==> config.mk <==
export PLATFORM = sky130hd
export DESIGN_NAME = lcd_scanout
export DESIGN_NICKNAME = d
export VERILOG_FILES = /design/src/rtl/lcd_pkg.sv /design/src/rtl/lcd_scanout_video_timing.sv /design/src/rtl/lcd_scanout.sv
export SDC_FILE = /design/constraint.sdc
export NUM_CORES = 1
export LEC_CHECK = 0
export BUFFER_PORTS_ARGS = -buffer_cell sky130_fd_sc_hd__buf_2
export CORE_ASPECT_RATIO = 0.9
export CORE_UTILIZATION = 55
export DETAILED_ROUTE_END_ITERATION = 6
export PLACE_DENSITY = 0.73
export SLEW_MARGIN = 20
export SYNTH_ARGS = -nofsm -noshare
export SYNTH_HDL_FRONTEND = slang
export SYNTH_SLANG_ARGS = --single-unit
==> constraint.sdc <==
create_clock -name clk -period 11.69 [get_ports clk]
set_input_delay 1.7535 -clock clk [delete_from_list [all_inputs] [get_ports clk]]
set_output_delay 1.7535 -clock clk [all_outputs]
set_load 0.02 [all_outputs]
==> src/rtl/lcd_pkg.sv <==
// Shared LCD geometry constants and the line-fetch state type.
// No logic, so no latency and no flow control.
package lcd_pkg;
  localparam int LCD_W     = 96;
  localparam int LCD_H     = 64;
  localparam int LCD_PAGES = 8;

  typedef enum logic [1:0] {
    IDLE  = 2'd0,
    FETCH = 2'd1,
    DRAIN = 2'd2
  } lcd_fetch_state_t;
endpackage

==> src/rtl/lcd_scanout_video_timing.sv <==
// h/v raster counters with registered sync/blank/de decode.
// Decode lags the counters by 1 clk; no backpressure, paced only by ce_pix.
module lcd_scanout_video_timing
  import lcd_pkg::*;
#(
  parameter int H_TOTAL  = 128,
  parameter int V_TOTAL  = 80,
  parameter int HS_START = 104,
  parameter int HS_LEN   = 8,
  parameter int VS_START = 68,
  parameter int VS_LEN   = 2,
  parameter int HW       = $clog2(H_TOTAL),
  parameter int VW       = $clog2(V_TOTAL)
) (
  input  logic          clk,
  input  logic          reset,
  input  logic          ce_pix,
  output logic [HW-1:0] h,
  output logic [VW-1:0] v,
  output logic          wrap,
  output logic          hsync,
  output logic          vsync,
  output logic          hblank,
  output logic          vblank,
  output logic          de
);
  localparam logic [HW-1:0] H_LAST = HW'(H_TOTAL - 1);
  localparam logic [VW-1:0] V_LAST = VW'(V_TOTAL - 1);
  localparam logic [HW-1:0] H_ACT  = HW'(LCD_W);
  localparam logic [VW-1:0] V_ACT  = VW'(LCD_H);
  localparam logic [HW-1:0] HS_B   = HW'(HS_START);
  localparam logic [HW-1:0] HS_E   = HW'(HS_START + HS_LEN);
  localparam logic [VW-1:0] VS_B   = VW'(VS_START);
  localparam logic [VW-1:0] VS_E   = VW'(VS_START + VS_LEN);

  assign wrap = ce_pix && (h == H_LAST);

  always_ff @(posedge clk or posedge reset) begin
    if (reset) begin
      h <= '0;
      v <= '0;
    end else if (ce_pix) begin
      if (h == H_LAST) begin
        h <= '0;
        v <= (v == V_LAST) ? '0 : v + 1'b1;
      end else begin
        h <= h + 1'b1;
      end
    end
  end

  always_ff @(posedge clk or posedge reset) begin
    if (reset) begin
      hsync  <= 1'b0;
      vsync  <= 1'b0;
      hblank <= 1'b0;
      vblank <= 1'b0;
      de     <= 1'b0;
    end else begin
      hsync  <= (h >= HS_B) && (h < HS_E);
      vsync  <= (v >= VS_B) && (v < VS_E);
      hblank <= (h >= H_ACT);
      vblank <= (v >= V_ACT);
      de     <= (h < H_ACT) && (v < V_ACT);
    end
  end
endmodule

==> src/rtl/lcd_scanout.sv <==
// LCD RAM scanout: prefetches each line in the previous hblank, emits 8-bit grey.
// Pixel/sync 1 clk after ce_pix; no backpressure, RAM answers 1 clk after address.
module lcd_scanout
  import lcd_pkg::*;
#(
  parameter int         H_TOTAL   = 128,
  parameter int         V_TOTAL   = 80,
  parameter int         HS_START  = 104,
  parameter int         HS_LEN    = 8,
  parameter int         VS_START  = 68,
  parameter int         VS_LEN    = 2,
  parameter logic [7:0] OFF_LEVEL = 8'hE0
) (
  input  logic       clk,
  input  logic       reset,
  input  logic       ce_pix,
  input  logic [5:0] lcd_contrast,
  output logic [7:0] lcd_read_x,
  output logic [3:0] lcd_read_y,
  input  logic [7:0] lcd_read_column,
  output logic [7:0] pixel,
  output logic       hsync,
  output logic       vsync,
  output logic       hblank,
  output logic       vblank,
  output logic       de
);
  localparam int HW = $clog2(H_TOTAL);
  localparam int VW = $clog2(V_TOTAL);
  localparam logic [HW-1:0] H_ACT    = HW'(LCD_W);
  localparam logic [VW-1:0] V_ACT    = VW'(LCD_H);
  localparam logic [VW-1:0] V_LAST   = VW'(V_TOTAL - 1);
  localparam logic [6:0]    COL_LAST = 7'(LCD_W - 1);

  logic [HW-1:0]       h;
  logic [VW-1:0]       v;
  logic                wrap;
  lcd_fetch_state_t    state, state_nx;
  logic [6:0]          col;
  logic [5:0]          tline;
  logic [VW-1:0]       t_next;
  logic                start;
  logic                store;
  logic [6:0]          store_idx;
  logic [$clog2(LCD_PAGES)-1:0] page;
  logic [LCD_W-1:0]    front, back;
  logic [6:0]          hx;
  logic                active;
  logic [8:0]          lit_wide;
  logic [7:0]          pixel_nx;

  lcd_scanout_video_timing #(
    .H_TOTAL(H_TOTAL), .V_TOTAL(V_TOTAL), .HS_START(HS_START), .HS_LEN(HS_LEN),
    .VS_START(VS_START), .VS_LEN(VS_LEN), .HW(HW), .VW(VW)
  ) u_timing (
    .clk(clk), .reset(reset), .ce_pix(ce_pix), .h(h), .v(v), .wrap(wrap),
    .hsync(hsync), .vsync(vsync), .hblank(hblank), .vblank(vblank), .de(de)
  );

  // The line after the last one of the frame is line 0; lines past the panel are never fetched.
  assign t_next = (v == V_LAST) ? '0 : v + 1'b1;
  assign start  = ce_pix && (h == H_ACT) && (t_next < V_ACT);
  assign page   = tline[5:3];

  always_ff @(posedge clk or posedge reset) begin
    if (reset) state <= IDLE;
    else       state <= state_nx;
  end

  always_comb begin
    state_nx = state;
    case (state)
      IDLE:    if (start) state_nx = FETCH;
      FETCH:   if (col == COL_LAST) state_nx = DRAIN;
      DRAIN:   state_nx = IDLE;
      default: state_nx = IDLE;
    endcase
  end

  // Data for column col-1 arrives while column col is being addressed.
  always_comb begin
    lcd_read_x = '0;
    lcd_read_y = '0;
    store      = 1'b0;
    store_idx  = '0;
    case (state)
      FETCH: begin
        lcd_read_x = {1'b0, col};
        lcd_read_y = {1'b0, page};
        store      = (col != 7'd0);
        store_idx  = col - 7'd1;
      end
      DRAIN: begin
        store     = 1'b1;
        store_idx = COL_LAST;
      end
      default: ;
    endcase
  end

  assign hx       = h[6:0];
  assign active   = (h < H_ACT) && (v < V_ACT);
  assign lit_wide = {1'b0, OFF_LEVEL} - {1'b0, lcd_contrast, 2'b00};

  always_comb begin
    pixel_nx = '0;
    if (active) pixel_nx = front[hx] ? (lit_wide[8] ? 8'h00 : lit_wide[7:0]) : OFF_LEVEL;
  end

  always_ff @(posedge clk or posedge reset) begin
    if (reset) begin
      col   <= '0;
      tline <= '0;
      front <= '0;
      back  <= '0;
      pixel <= '0;
    end else begin
      if (state == IDLE && start) begin
        col   <= '0;
        tline <= t_next[5:0];
      end else if (state == FETCH) begin
        col <= col + 7'd1;
      end
      if (store) back[store_idx] <= lcd_read_column[tline[2:0]];
      if (wrap)  front <= back;
      pixel <= pixel_nx;
    end
  end
endmodule

* Yosys cells after proc, flatten, opt, wreduce, memory -nomap -nowiden *
Index checks and enable logic that the tools add are counted.

operators by class
  $add $sub $neg = 5
  magnitude comparators = 13
  equality and inequality tests = 8
  multiplexer cells = 21
  reductions and logical operators = 13

operator list
  kind                   number
  $bwmux W96             1
  $lt A7 B7 Y1 const B   5
  $mux W7                5
  $eq A7 B7 Y1 const B   4
  $ge A7 B7 Y1 const B   4
  $mux W8                3
  $add A7 B1 Y7 const B  3
  $lt A7 B8 Y1 const B   2
  $pmux W7 S2            1
  $sub A8 B8 Y9 const A  1
  $logic_and A1 B1 Y1    8
  $bmux W1 S7            1
  $demux W1 S7           1
  $ge A7 B1 Y1 const B   1
  $reduce_bool A7 Y1     1
  $sub A7 B1 Y7 const B  1
  $lt A3 B4 Y1 const B   1
  $mux W2                2
  $ne A2 B2 Y1 const B   2
  $pmux W2 S2            1
  $reduce_and A2 Y1      2
  $bmux W1 S3            1
  $mux W1                3
  $mux W3                1
  other kinds (5)        5

word-level totals
  register bits after elaboration = 234
  input bits = 17
  output and inout port bits = 25
  word-level logic and storage cells = 73

* Depth between registers and ports, before layout *
Gate-level depths: netlist (run 1).

  word-level depth = 7
  mapped depth = 10
  gate-level depth less buffers = 8

* By module *
A second synthesis (run 1) with hierarchy kept.

second synthesis, totals
  cells, all modules = 886
  area total of the unflattened synthesis = 11039.3 sq um

modules (own cells, without submodules)
  module                    times used  cells each  area each (sq um)  seq. area each (sq um)
  lcd_scanout               1           804         10138.5            5330.1
  lcd_scanout_video_timing  1           82          900.9              475.5

* Least setup slack after synthesis (run 1) *
No wires, ideal clock.

  path kind = input-to-reg
  start = input ce_pix
  end = register tline[0]
  library setup time = 0.125 ns
  arrival = 3.279 ns
  data required time = 11.565 ns
  path slack = 8.287 ns
  stages on the path = 6
  buffers on the path = 2
  cell sequence = clkbuf_1 > nand4b_1 > a221oi_1 > and2_1 > clkbuf_1 > mux2_2

on the way
  word-level cells in the longest chain between the ends = 3

ends and longest elaborated chain
  element                            RTL line            RTL
  start: declaration                 lcd_scanout.sv:16   input logic ce_pix,
  $logic_and A1 B1 Y1 (2 in series)  lcd_scanout.sv:62   assign start = ce_pix && (h == H_ACT) && (t_next < V_ACT);
  $logic_and A1 B1 Y1                lcd_scanout.sv:118  if (state == IDLE && start) begin
  end signal: assignment             lcd_scanout.sv:120  tline <= t_next[5:0];
  end: declaration                   lcd_scanout.sv:40   logic [5:0] tline;

Every way passes these cells.
A chain may end at the register's enable or synchronous reset.

* Worst setup path in the final report (run 1) *
  start = register state[1]
  end = output lcd_read_x[0]

on the way
  word-level cells in the longest chain between the ends = 2

ends and longest elaborated chain
  element                   RTL line           RTL
  start: declaration        lcd_scanout.sv:38  lcd_fetch_state_t state, state_nx;
  start signal: assignment  lcd_scanout.sv:67  else state <= state_nx;
  $eq A2 B1 Y1              lcd_scanout.sv:86  case (state)
  $mux W7                   lcd_scanout.sv:86
  end: declaration          lcd_scanout.sv:18  output logic [7:0] lcd_read_x,

Every way passes these cells.

==> run summary, run 1 <==
The final max-slew violation count came out at 0. Setup violations remaining at the end of the flow were counted as 0. The synthesized design contains 232 register bits. The tools report the gate count of the mapped netlist as 1084.

dfrtp_1 takes more of the synthesized area than any other cell. The synthesized netlist devotes 4.43% of its cell area to compound gates. After synthesis, flip-flops and latches occupy 53.1% of the total area.

The tools report the kind of start point of the critical path as a register. The tools report the global routing usage summed across all routing layers as 24.8%. The largest family of logic cells by synthesized area is simple AND/OR/NAND/NOR gates. Of the total power, combinational logic draws 12.7%. Row generation in the floorplan step produced 48 rows. The logs give 0.0204 mm2 for the overall die area and 36.4% for the met1 track demand over resource. TritonCTS built the clock tree. Cells fill 62.3% of the core in the end. The total overflow left after global routing is 0. For the finished layout, the period the worst path requires is 4020 ps. For this run, design rule violations remaining after detail routing come to 0.

Core region area: 0.0193 mm2. The flow ran to the end, and the final reports show no timing, DRC or antenna violations. Counting flops with an async set or reset pin after synthesis yields a share of 100%. At the pin with the least slew margin, the transition time is 1030 ps. The maximum count of clock buffers along a single path is 3. 42 I/O pins were placed. Wires add up to 23.9 mm. Proportion of power drawn by flip-flops and latches: 46.1%. Yosys mapped a number of flops with a built-in enable equal to 0. The die height was 136 um. The logs give 24 for the CTS buffer count and 1.90 mW for the power consumption. The vias after detailed routing is 7645. The logs give 0 for the number of antenna violations at the first check in global routing and 0 for the number of setup buffers added after CTS. Summing the areas of all and, or, nand and nor instances in the mapped netlist gives 20.6% of the synthesized area. Buffers placed on the I/O ports in this run total 37.

From synthesis to final layout, the design area changed by 10.2%. For this run, the leading register cell type out of synthesis is dfrtp_1. The repair_antennas step left the layout with diodes totalling 0. Sorting the synthesized cells by area gives the leading types as dfrtp_1 53%, nand2_1 11%, mux2_2 9.1%. The setup check on the worst reg-to-reg path leaves a slack of 8120 ps. The pin count of the biggest net entering global routing came out at 110. The global routing's busiest layer was met2. Global routing consumed, on the met2 layer, 38.4% of the routing resources. Quantity of hold-fixing buffers added after cts: 0. After synthesis, the share of cell area in mux cells is 15.7%. Setup repair after global routing left no endpoint under its margin.

Dividing total power by cell area gives a power density of 157 mW/mm2. The number of cells upsized or downsized after cts is 0. The tool flagged a number of max-cap violations equal to 0. The tightest min-delay check is of the reg2reg type. The worst hold path passes through 2 cells. The critical path endpoint category was a primary output. At the worst endpoint, the arrival time is 2260 ps.

For the worst ir drop on vdd, the log shows 120 uV. Detailed-placement wirelength estimate: 13.9 mm. For this design, the sink count on the clock tree is 232. The adder-cell share of the synthesized area is 1.14%, and the clock-pin transition on the worst setup and hold timing paths is 60 ps. For this run, the detailed router's first-pass iteration total came to 5.

The maximum net fanout on the critical path came out at 22. The mapped netlist covers 0.0109 mm2. Dividing the final minimum period by the clock period gives 34.4%.

For the accumulated negative setup slack, the log shows 0 ps. The number of fill cells is 1584, and the share of cells above drive strength 1 is 18.5%. For the internal power consumption, the log shows 1.38 mW. Worst setup path category: reg2out.

The clock insertion delay at the later pin of the skew report is 520 ps, and the total of warnings raised by yosys is 0. Routing usage on met3: 4.34%. For the number of H-tree levels, the log shows 1. The run gives 9940 ps as the data required time at the worst endpoint.

Per report_power, the clock group accounts for 41.2% of the total. The leakage power figure was 5.95 nW. The worst register-to-register path has a depth of 8. The run gives 0 as the hold violation count in the final report.

The number of global-route vias before repair is 7388, and the xor/xnor share of the synthesized area is 1.68%. A synthesized cell averages 10.1 um2. The via density per instance was 5.65; the post-route clock skew was 15.6 ps.

The fraction of power spent switching nets came out at 27.2%. The logs give 65 for the number of distinct library cells after synthesis and 39.4 mm for the global-route wire length before repair. The tools report the switching power total as 515 uW. The width of the die is 151 um. For this configuration, the core starts out at a cell density of 56.5%. After the last flow step, the layout net total stands at 1112. The fraction of synthesized cell area taken by the top area cell type is 53.1%. The global placement routability congestion came out at 0.772. The count of nets left with antenna violations once routing finished came out at 0.

The detailed router finished its first iteration with 579 violations. The wire length per cell after detailed routing works out to 17.6 um. The tools report the clock root buffer master as clkbuf_16. Maximum clock rate: 0.249 GHz. The tools report the relative max-transition margin as 31.1%.
[layer usage]
layer	share of wire, %	up-vias
met3	5.9	42
met2	45	202
met4	2.1	0
met1	47	3815
li1	-	3586
met5	0	-
[kinds of logic after synthesis]
group,count (synthesis)
AOI/OAI and AO/OA,66
xor gates and xnor gates,21
adders and majority gates,10
buffers and inverters,92
DFF,232
muxes,135
other,1
and+or+nand+nor,527
[power by group through the flow]
| stage | logic [mW] | registers (mW) | clock network, mW |
|---|---|---|---|
| 3_3_place_gp | 0.235 | 0.886 | 0 |
| 3_5_place_dp | 0.239 | 0.887 | 0 |
| 2_1_floorplan | 0.184 | 0.862 | 0 |
| 5_1_grt | 0.263 | 0.876 | 0.826 |
| 4_1_cts | 0.242 | 0.872 | 0.791 |
| 6_report | 0.242 | 0.873 | 0.780 |
[Yosys cell counts (all sizes together), types with 3 or more instances]
cell / instances
o21ai: 19
nor2b: 23
and2: 8
nand3: 11
o2111ai: 3
mux2: 100
nor3: 8
inv: 18
and3: 7
o21a: 4
nand2: 321
nand2b: 13
o41ai: 3
nand4: 5
buf: 15
or3: 3
nor2: 106
dfrtp: 232
mux2i: 16
nor4: 5
xor2: 10
nand4b: 3
ha: 10
o31ai: 4
mux4: 19
a2111oi: 3
a21oi: 10
or2: 5
xnor2: 11
clkbuf: 57
[sequential cells by signal (all words and copies together) (netlist names)]
name             flops
u_timing.h           7
u_timing.v           7
u_timing.de          1
tline                6
state                2
front               96
pixel                6
u_timing.hblank      1
back                96
u_timing.vsync       1
u_timing.hsync       1
col                  7
u_timing.vblank      1
[stage by stage]
stage	cell area [um2]	instances	worst slack (ps)	hold WS (ps)
floorplan	10900	1087	3580	432
global placement	11200	1309	7610	442
detailed placement	11200	1309	7620	446
CTS	12000	1353	7670	458
global route	12000	1353	7470	468
finish	12000	1353	7670	458
[placed cells by master, fill, tap and decap left out, types with 3 or more instances in the layout]
master,instances
ha_1,10
nand2_1,321
clkbuf_1,6
nor2_1,106
nor2b_1,22
a21oi_1,10
or2_2,4
and3_1,7
nor4_1,5
o21ai_0,18
conb_1,4
o21a_1,4
dfrtp_1,232
buf_2,37
mux2i_1,16
clkinv_2,5
mux4_2,19
buf_4,7
mux2_1,12
clkbuf_8,6
nand4b_1,3
nand3_1,7
nor3_1,7
o2111ai_1,3
o31ai_1,4
inv_1,17
and2_1,8
clkbuf_16,25
mux2_2,88
xor2_1,10
nand4_1,5
or3_1,3
xnor2_1,11
nand3_2,3
nand2b_1,13
[worst paths after layout]
kind                          start       endpoint
max                        state[1]  lcd_read_x[0]
max reg2reg                state[1]       back[21]
min in group asynchronous     reset  u_timing.v[4]
min reg2reg                back[57]      front[57]
min                        back[57]      front[57]
max in group asynchronous     reset      front[67]
[worst max-delay path: stages (launching register included)]
cell	delay [ps]
dfrtp_1	380
inv_1	90
ha_1	680
inv_1	260
nor2_1	150
buf_2	180
[cell type report]
cell class	count	area (um2)	area share (%)
Clock inverter	7	85.1	0.706
Sequential cell	232	5810	48.2
Inverter	20	82.6	0.685
Multi-Input combinational cell	763	4790	39.8
Clock buffer	37	731	6.07
Timing Repair Buffer	44	238	1.97
Tap cell	250	313	2.60
Note: power is estimated with default switching activity, not from simulation.
==> inputs of run 2 (changes only) <==
Settings changed: ABC_AREA from default to 1.
Clock period 11.69 ns to 3.9 ns, I/O delays scaled along.
==> run 2 against run 1 <==
  * Global-route usage is 2.5 points higher
  * Non-clock buffer count is 8 higher
  * Count of clock-buffer cells in the layout shrank 3
==> run summary, run 2 <==
The run finished with clean final reports. The power density of the placed cells came out at 666 mW/mm2 (+320%). The library cell used most frequently in the layout, excluding fill and tap cells, is nand2_1.

The logs give 0.0194 mm2 (+0.31%) for the core region area and 0 (unchanged) for the number of setup buffers added after CTS. The accumulated negative setup slack was 0 ps (unchanged); the placement-stage worst setup slack was 541 ps (-7080 ps). The worst hold slack came out at 99.2 ps (-359 ps). The vias after detailed routing was 8982 (+17%). The library cell occupying the most area in the post-synthesis netlist is dfrtp_1.

The count of flip-flops with a built-in enable after synthesis was 0 (unchanged). The run gives 447 uV (+270%) as the worst ir drop on vdd. In the final layout, the registers with the most flip-flops are back x96, front x96. The maximum count of clock buffers along a single path was 3 (unchanged); the number of cells upsized or downsized after cts was 0 (unchanged).

The logs give 52.7% (-0.44 points) for the portion of the post-synthesis area used by sequential elements and 0 (unchanged) for the number of nets with antenna violations after detailed routing. The gate count of the mapped netlist is 1410 (+30%). The maximum net fanout on the critical path came out at 43 (+95%).

The die height was 136 um (+0.41%). The global-route wire length before repair was 44.0 mm (+12%); the initial core utilization was 56.8% (+0.30 points). The share of cells above drive strength 1 was 8.58% (-9.9 points); the ratio of final minimum period to clock period was 87.8%.

For the clock sink count, the log shows 232 (unchanged). The leakage power figure was 6.00 nW (+0.80%). The final max-slew violation count was 0 (unchanged); the detailed-placement wirelength estimate was 16.9 mm (+22%). The utilization of the core after routing is 62.6% (+0.33 points), and the signed area change from the synthesized netlist to the final layout is 10.2% (about the same).

The run gives 4320 ps (-5620 ps) as the data required time at the worst endpoint. Max-cap check violation count: 0 (unchanged). The clock root buffer master was clkbuf_16. The clock-pin transition on the worst setup and hold timing paths was 60 ps (about the same); the sum of routed wire length over all layers was 26.2 mm (+9.9%).

TritonCTS built the clock tree. The via density per instance was 5.34 (-5.5%). In the post-synthesis netlist, the biggest area contributors are dfrtp_1 53%, nand2_1 17%, o21ai_0 5.8%. The post-route clock skew was 14.4 ps (-1.20 ps); the final critical path time including I/O delays and setup was 3430 ps. The logs give 33.1% (+2.0 points) for the relative max-transition margin and 474 ps (-7200 ps) for the slack of the critical path.

The tools report the detailed-routing iteration count for the pre-antenna-repair pass as 5 (unchanged). The overall die area is 0.0206 mm2 (+0.83%), and the number of buffer cells added on primary ports is 37 (unchanged). The mean post-synth cell area works out to 7.82 um2 (-22%).

The most used standard cell by instance count after synthesis was nand2_1. The logs give 520 ps (about the same) for the clock insertion delay at the later pin of the skew report and 3850 ps (+1590 ps) for the critical path data arrival time. The worst setup path category was reg2reg. For the pin count of the biggest net entering global routing, the log shows 108 (-1.8%).

The tools report the global routing usage summed across all routing layers as 27.3% (+2.5 points). Flip-flop and latch count after synthesis: 232 (unchanged). The tools report the number of antenna violations at the first check in global routing as 0 (unchanged). The tools report the total standard cell area after synthesis as 0.0110 mm2 (+0.84%). The leftover overflow at the end of global routing is 0 (unchanged), and the count of unresolved DRC violations after routing is 0 (unchanged).

The worst setup path is captured at a register. The total of warnings raised by yosys is 0 (unchanged), and the number of H-tree levels is 1 (unchanged). Static timing analysis puts the maximum clock frequency at 0.292 GHz. The I/O pin count is 42 (unchanged). The wire length per cell after detailed routing is 15.6 um (-12%), and the register-to-register path setup slack is 470 ps (-7650 ps). CTS buffer count: 24 (unchanged). The worst hold-check path type was in2async.

The final setup violation count came out at 0 (unchanged). After synthesis, the most frequently instantiated cells are 505 x nand2_1, 232 x dfrtp_1, 148 x inv_1. The worst setup path is launched from a register. The number of fill cells is 1697 (+7.1%). Setup repair after global routing left no endpoint under its margin. The final net count was 1442 (+30%). The run gives 780 (+35%) as the DRC marker count from the first detailed-route iteration. In the layout the commonest cells are 505 x nand2_1, 231 x dfrtp_1, 146 x inv_1, 128 x o21ai_0, 80 x nand3_1. The logs give 0 (unchanged) for the hold violation count in the final report and 48 (unchanged) for the site row count. The number of antenna cells inserted was 0 (unchanged); the global placement routability congestion was 0.881 (+14%).

The pin slew with the least headroom to its limit was 995 ps (-39.3 ps). The fraction of synthesized cell area taken by the top area cell type was 52.7% (-0.44 points); the number of distinct library cells after synthesis was 42 (-35%). For this run, the leading register cell type out of synthesis is dfrtp_1.

The width of the die was 151 um (+0.41%); the quantity of hold-fixing buffers added after cts was 0 (unchanged). The number of global-route vias before repair came out at 8686 (+18%). The post-synthesis async set-or-reset flop share was 100% (unchanged).
## run 2: cell types whose count changed after synthesis, sizes merged, moves of 23 or more
cell	before	now
nand2	321	507
o21ai	19	199
inv	18	161
mux2	100	0
nand3	11	81
nor2	106	61
buf	15	48
clkbuf	57	28
nor2b	23	0
## run 2: layout make-up
type / count / area [um2] / share of cell area, %
repair buffers: 52 / 348 / 2.86
clock inverters: 10 / 108 / 0.886
flip-flops and latches: 232 / 5810 / 47.8
well taps: 250 / 313 / 2.57
clock buffers: 34 / 709 / 5.84
multi-input cells: 942 / 4250 / 35.0
inverters: 163 / 616 / 5.07
## run 2: critical path, cell delays in order (launching register included)
cell     delay (ps)
dfrtp_2         690
inv_2           630
nand3_1         130
nor4_1          780
nand3_1         590
inv_2           290
nand2_1          80
o21ai_0          90
## run 2: metal layers
| metal | track usage (%) | vias to the layer above | wire [um] |
|---|---|---|---|
| li1 | - | 4446 | - |
| met1 | 39.1 | 4227 | 12000 |
| met4 | 7.44 | 0 | 590 |
| met2 | 42.5 | 271 | 11800 |
| met3 | 5.20 | 38 | 1780 |
| met5 | 0 | - | 0 |
## run 2: cells by family after synthesis
group	after synthesis	synth area share, %
xor+xnor	6	0.477
mux	1	0.0908
buf+inv	239	8.99
compound gates	241	11.6
other cells	1	0.0340
fa+ha+maj	10	1.13
simple gates	680	25.1
flops	232	52.7
## run 2: path summary, 6_finish.rpt
path | endpoint | from | cells after the start
worst min register to register | u_timing.vsync | u_timing.v[3] | 1
max in group asynchronous | col[4] | reset | 3
worst max register to register | tline[0] | u_timing.h[0] | 7
worst max-delay path | tline[0] | u_timing.h[0] | 7
min in group clk | pixel[2] | lcd_contrast[0] | 3
worst min-delay path | front[89] | reset | 2
## run 2: per-stage QoR
stage / instances / instance area (um2) / power [mW]
global placement: 1639 / 11300 / 5.69
CTS: 1683 / 12100 / 8.13
global route: 1683 / 12100 / 8.61
detailed placement: 1639 / 11300 / 5.75
finish: 1683 / 12100 / 8.10
floorplan: 1413 / 11000 / 5.06
## run 2: where the power goes
group	leakage, nW	total [mW]	internal [mW]	switching [mW]
Clock	0.397	2.35	1.40	0.950
Combinational	3.06	2.39	0.725	1.67
Sequential	2.55	3.35	3.01	0.345
==> inputs of run 3 (changes only) <==
Settings changed: SYNTH_HIERARCHICAL from default to 1.
==> run 3 against run 2 <==
  * Total power is 10% lower
  * Die area is 0.84% lower
  * Cell count is 5.1% lower
  * Global-route usage is 1.3 points lower
  * Critical path type unchanged
==> run summary, run 3 <==
The flow ran to the end, and the final reports show no timing, DRC or antenna violations. For the detailed-routing iteration count for the pre-antenna-repair pass, the log shows 6 (+1). Setup repair after global routing left no endpoint under its margin.

Summed over all instances, the cell type with the most area after synthesis is dfrtp_1. The final setup violation count came out at 0 (unchanged). The worst ir drop on vdd came out at 356 uV (-20%). In this run the clock root is driven by a clkbuf_16. The sum of routed wire length over all layers was 25.7 mm (-1.8%); the final max-slew violation count was 0 (unchanged). The number of antenna violations at the first check in global routing was 0 (unchanged); the post-synthesis async set-or-reset flop share was 100% (unchanged). CTS buffer count: 24 (unchanged). The power density of the placed cells was 596 mW/mm2 (-11%). The most frequently used flop master after synthesis was dfrtp_1. DRC marker count from the first detailed-route iteration: 716 (-8.2%). The number of antenna cells inserted came out at 0 (unchanged).

The max-cap check violation count was 0 (unchanged). Maximum count of clock buffers along a single path: 3 (unchanged). The die height was 136 um (-0.42%); the global placement routability congestion was 0.920 (+4.5%). The critical path endpoint category was a register. The final non-filler cell area is 0.0122 mm2 (+0.36%). The portion of the post-synthesis area used by sequential elements was 53.1% (+0.45 points). The number of distinct library cells after synthesis came out at 46 (+9.5%). The worst hold slack is 305 ps (+206 ps), and the number of fill cells is 1641 (-3.3%). Detailed-placement wirelength estimate: 16.2 mm (-4.0%). Kind of start point of the critical path: a register. The buffer and inverter count on the worst path was 3 (+1); the total standard cell area after synthesis was 0.0109 mm2 (-0.85%). By area the synthesized netlist is led by dfrtp_1 53%, nand2_1 14%, o21ai_0 8.6%. The flip-flop and latch count after synthesis works out to 232 (unchanged). Initial core utilization: 56.5% (-0.31 points). The run gives 9.06 ps (-5.38 ps) as the post-route clock skew.

The number of global-route vias before repair came out at 7983 (-8.1%). The count of unresolved DRC violations after routing is 0 (unchanged). For the I/O pin count, the log shows 42 (unchanged). The mean post-synth cell area was 8.40 um2 (+7.4%); the overall die area was 0.0204 mm2 (-0.84%).

Vias after detailed routing: 8621 (-4.0%). The width of the die was 151 um (-0.42%). The number of H-tree levels is 1 (unchanged).

In the layout the commonest cells are 401 x nand2_1, 231 x dfrtp_1, 187 x o21ai_0, 130 x inv_1, 81 x nand3_1. The clock insertion delay at the later pin of the skew report was 520 ps (about the same). The tools report the critical path data arrival time as 3490 ps (-360 ps). The share of cells above drive strength 1 came out at 12.3% (+3.7 points). The logs give 0 (unchanged) for the leftover overflow at the end of global routing and 26.0% (-1.3 points) for the global routing usage summed across all routing layers. The run gives 36.1% (+3.0 points) as the relative max-transition margin. The maximum clock rate was 0.319 GHz (+9.4%); the number of buffer cells added on primary ports was 37 (unchanged). On the critical path, the stage with the largest delay is an instance of nor2_1.

The tools report the data required time at the worst endpoint as 4250 ps (-70 ps). The logs give 6 (+6) for the total of warnings raised by yosys and 6.07 nW (+1.1%) for the leakage power figure. The wire length per cell after detailed routing was 16.1 um (+3.5%). The accumulated negative setup slack is 0 ps (unchanged). The worst hold-check path type was in2reg. Clock-pin transition on the worst setup and hold timing paths: 60 ps (about the same). After synthesis, the most frequently instantiated cells are 401 x nand2_1, 232 x dfrtp_1, 187 x o21ai_0. The final net count was 1360 (-5.7%). The run gives 48 (unchanged) as the site row count.

The total area of sequential cells is 0.00581 mm2 (unchanged). The global-route wire length before repair was 41.6 mm (-5.4%); the number of nets with antenna violations after detailed routing was 0 (unchanged). The run gives 0 (unchanged) as the hold violation count in the final report. The pin count of the biggest net entering global routing came out at 102 (-5.6%). The commonest non-fill, non-tap cell in the layout was nand2_1. From synthesis to final layout, the design area changed by 11.5%. The most common cell in the synthesized netlist is nand2_1. The via density per instance came out at 5.40 (+1.1%).

The worst setup path is of the reg2reg kind. Walking the worst path, the cells encountered are inv_1 -> ha_1 -> nand2_1 -> inv_1 -> a21oi_1 -> inv_1 -> nor2_1 -> nand2_1 -> nand2_1 -> o21ai_0. The fraction of synthesized cell area taken by the top area cell type was 53.1% (+0.45 points). The count of flip-flops with a built-in enable after synthesis was 0 (unchanged). The ratio of final minimum period to clock period is 80.3% (-7.6 points). The maximum net fanout on the critical path was 14 (-67%); the core region area was 0.0193 mm2 (-0.31%). Clock sink count: 232 (unchanged). The largest registers in the layout are back x96, front x96. The number of cells upsized or downsized after cts was 0 (unchanged). The post-placement cell area came out at 0.0114 mm2 (+0.74%). TritonCTS built the clock tree. The final critical path time including I/O delays and setup was 3130 ps (-295 ps); the stage delay of the slowest cell on the critical path was 730 ps (-50 ps).

The cell family contributing the most delay on the critical path is simple AND/OR/NAND/NOR gates. The pin slew with the least headroom to its limit was 959 ps (-35.8 ps). The gate count of the mapped netlist came out at 1302 (-7.7%). The multi-input logic area was 0.00438 mm2 (+3.1%).
[run 3: cell types whose count changed after synthesis, moves of 8 or more]
cell,delta
mux2_2,+38
o21ai_1,-63
nand2_1,-104
nor2_1,-11
o211ai_1,-9
a21oi_1,+9
o21ai_0,+59
buf_2,-26
inv_1,-17
buf_4,-8
clkbuf_1,+13
[run 3: worst reg2reg max path: stages (launching register included)]
cell and delay [ps]:
dfrtp_1 370, inv_1 70, ha_1 340, nand2_1 210, inv_1 120, a21oi_1 520, inv_1 240, nor2_1 730
nand2_1 180, nand2_1 100, o21ai_0 80
[run 3: logic make-up (layout without fill, tap and decap cells)]
group / count (synthesis) / in the layout / share of synthesized area (%)
buf+inv: 199 / 241 / 7.12
other cells: 1 / 4 / 0.0343
flops: 232 / 232 / 53.1
fa+ha+maj: 11 / 11 / 1.26
simple gates: 571 / 571 / 22.2
xor+xnor: 12 / 12 / 0.961
mux: 39 / 39 / 4.01
compound gates: 237 / 237 / 11.3
[run 3: cell type report]
class | count | area share [%]
flip-flops and latches | 232 | 47.6
multi-input cells | 874 | 35.9
clock buffers | 38 | 5.94
inverters | 140 | 4.34
repair buffers | 60 | 3.26
well taps | 250 | 2.57
clock inverters | 3 | 0.349
[run 3: path summary, 6_finish.rpt]
path / start / to / slack (ps) / cells past startpoint
min reg2reg: back[83] / back[83] / 480 / 2
max reg2reg: state[1] / back[54] / 770 / 10
max in group asynchronous: reset / back[36] / 2550 / 4
max: state[1] / back[54] / 770 / 10
min in group asynchronous: reset / pixel[3] / 580 / 3
min: lcd_contrast[0] / pixel[2] / 310 / 3
[run 3: through the flow]
step | power [mW] | utilization, % | cells | setup WS, ps
6_report | 7.26 | 63.0 | 1597 | 769
5_1_grt | 7.67 | 63.0 | 1597 | 553
4_1_cts | 7.27 | 63.0 | 1597 | 789
3_5_place_dp | 5.01 | 59.0 | 1555 | 870
3_3_place_gp | 4.97 | 59.0 | 1555 | 1070
2_1_floorplan | 4.42 | - | 1305 | 545
[run 3: power by group]
part,internal [mW],switching (mW),total (mW)
Clock,1.33,0.926,2.26
Combinational,0.627,1.22,1.85
Sequential,2.83,0.331,3.16
Total,4.78,2.48,7.26
[run 3: what timing repair did]
item                      in CTS  in global routing
setup buffers                  0                  0
hold buffers                   1                  0
hold endpoints to repair       2                  0
[run 3: metal layers]
| metal | global-route usage [%] | part of all wire [%] |
|---|---|---|
| met1 | 39.3 | 47 |
| met2 | 38.6 | 44 |
| met3 | 4.21 | 6.4 |
| met4 | 7.39 | 2.4 |
| met5 | 0 | 0 |
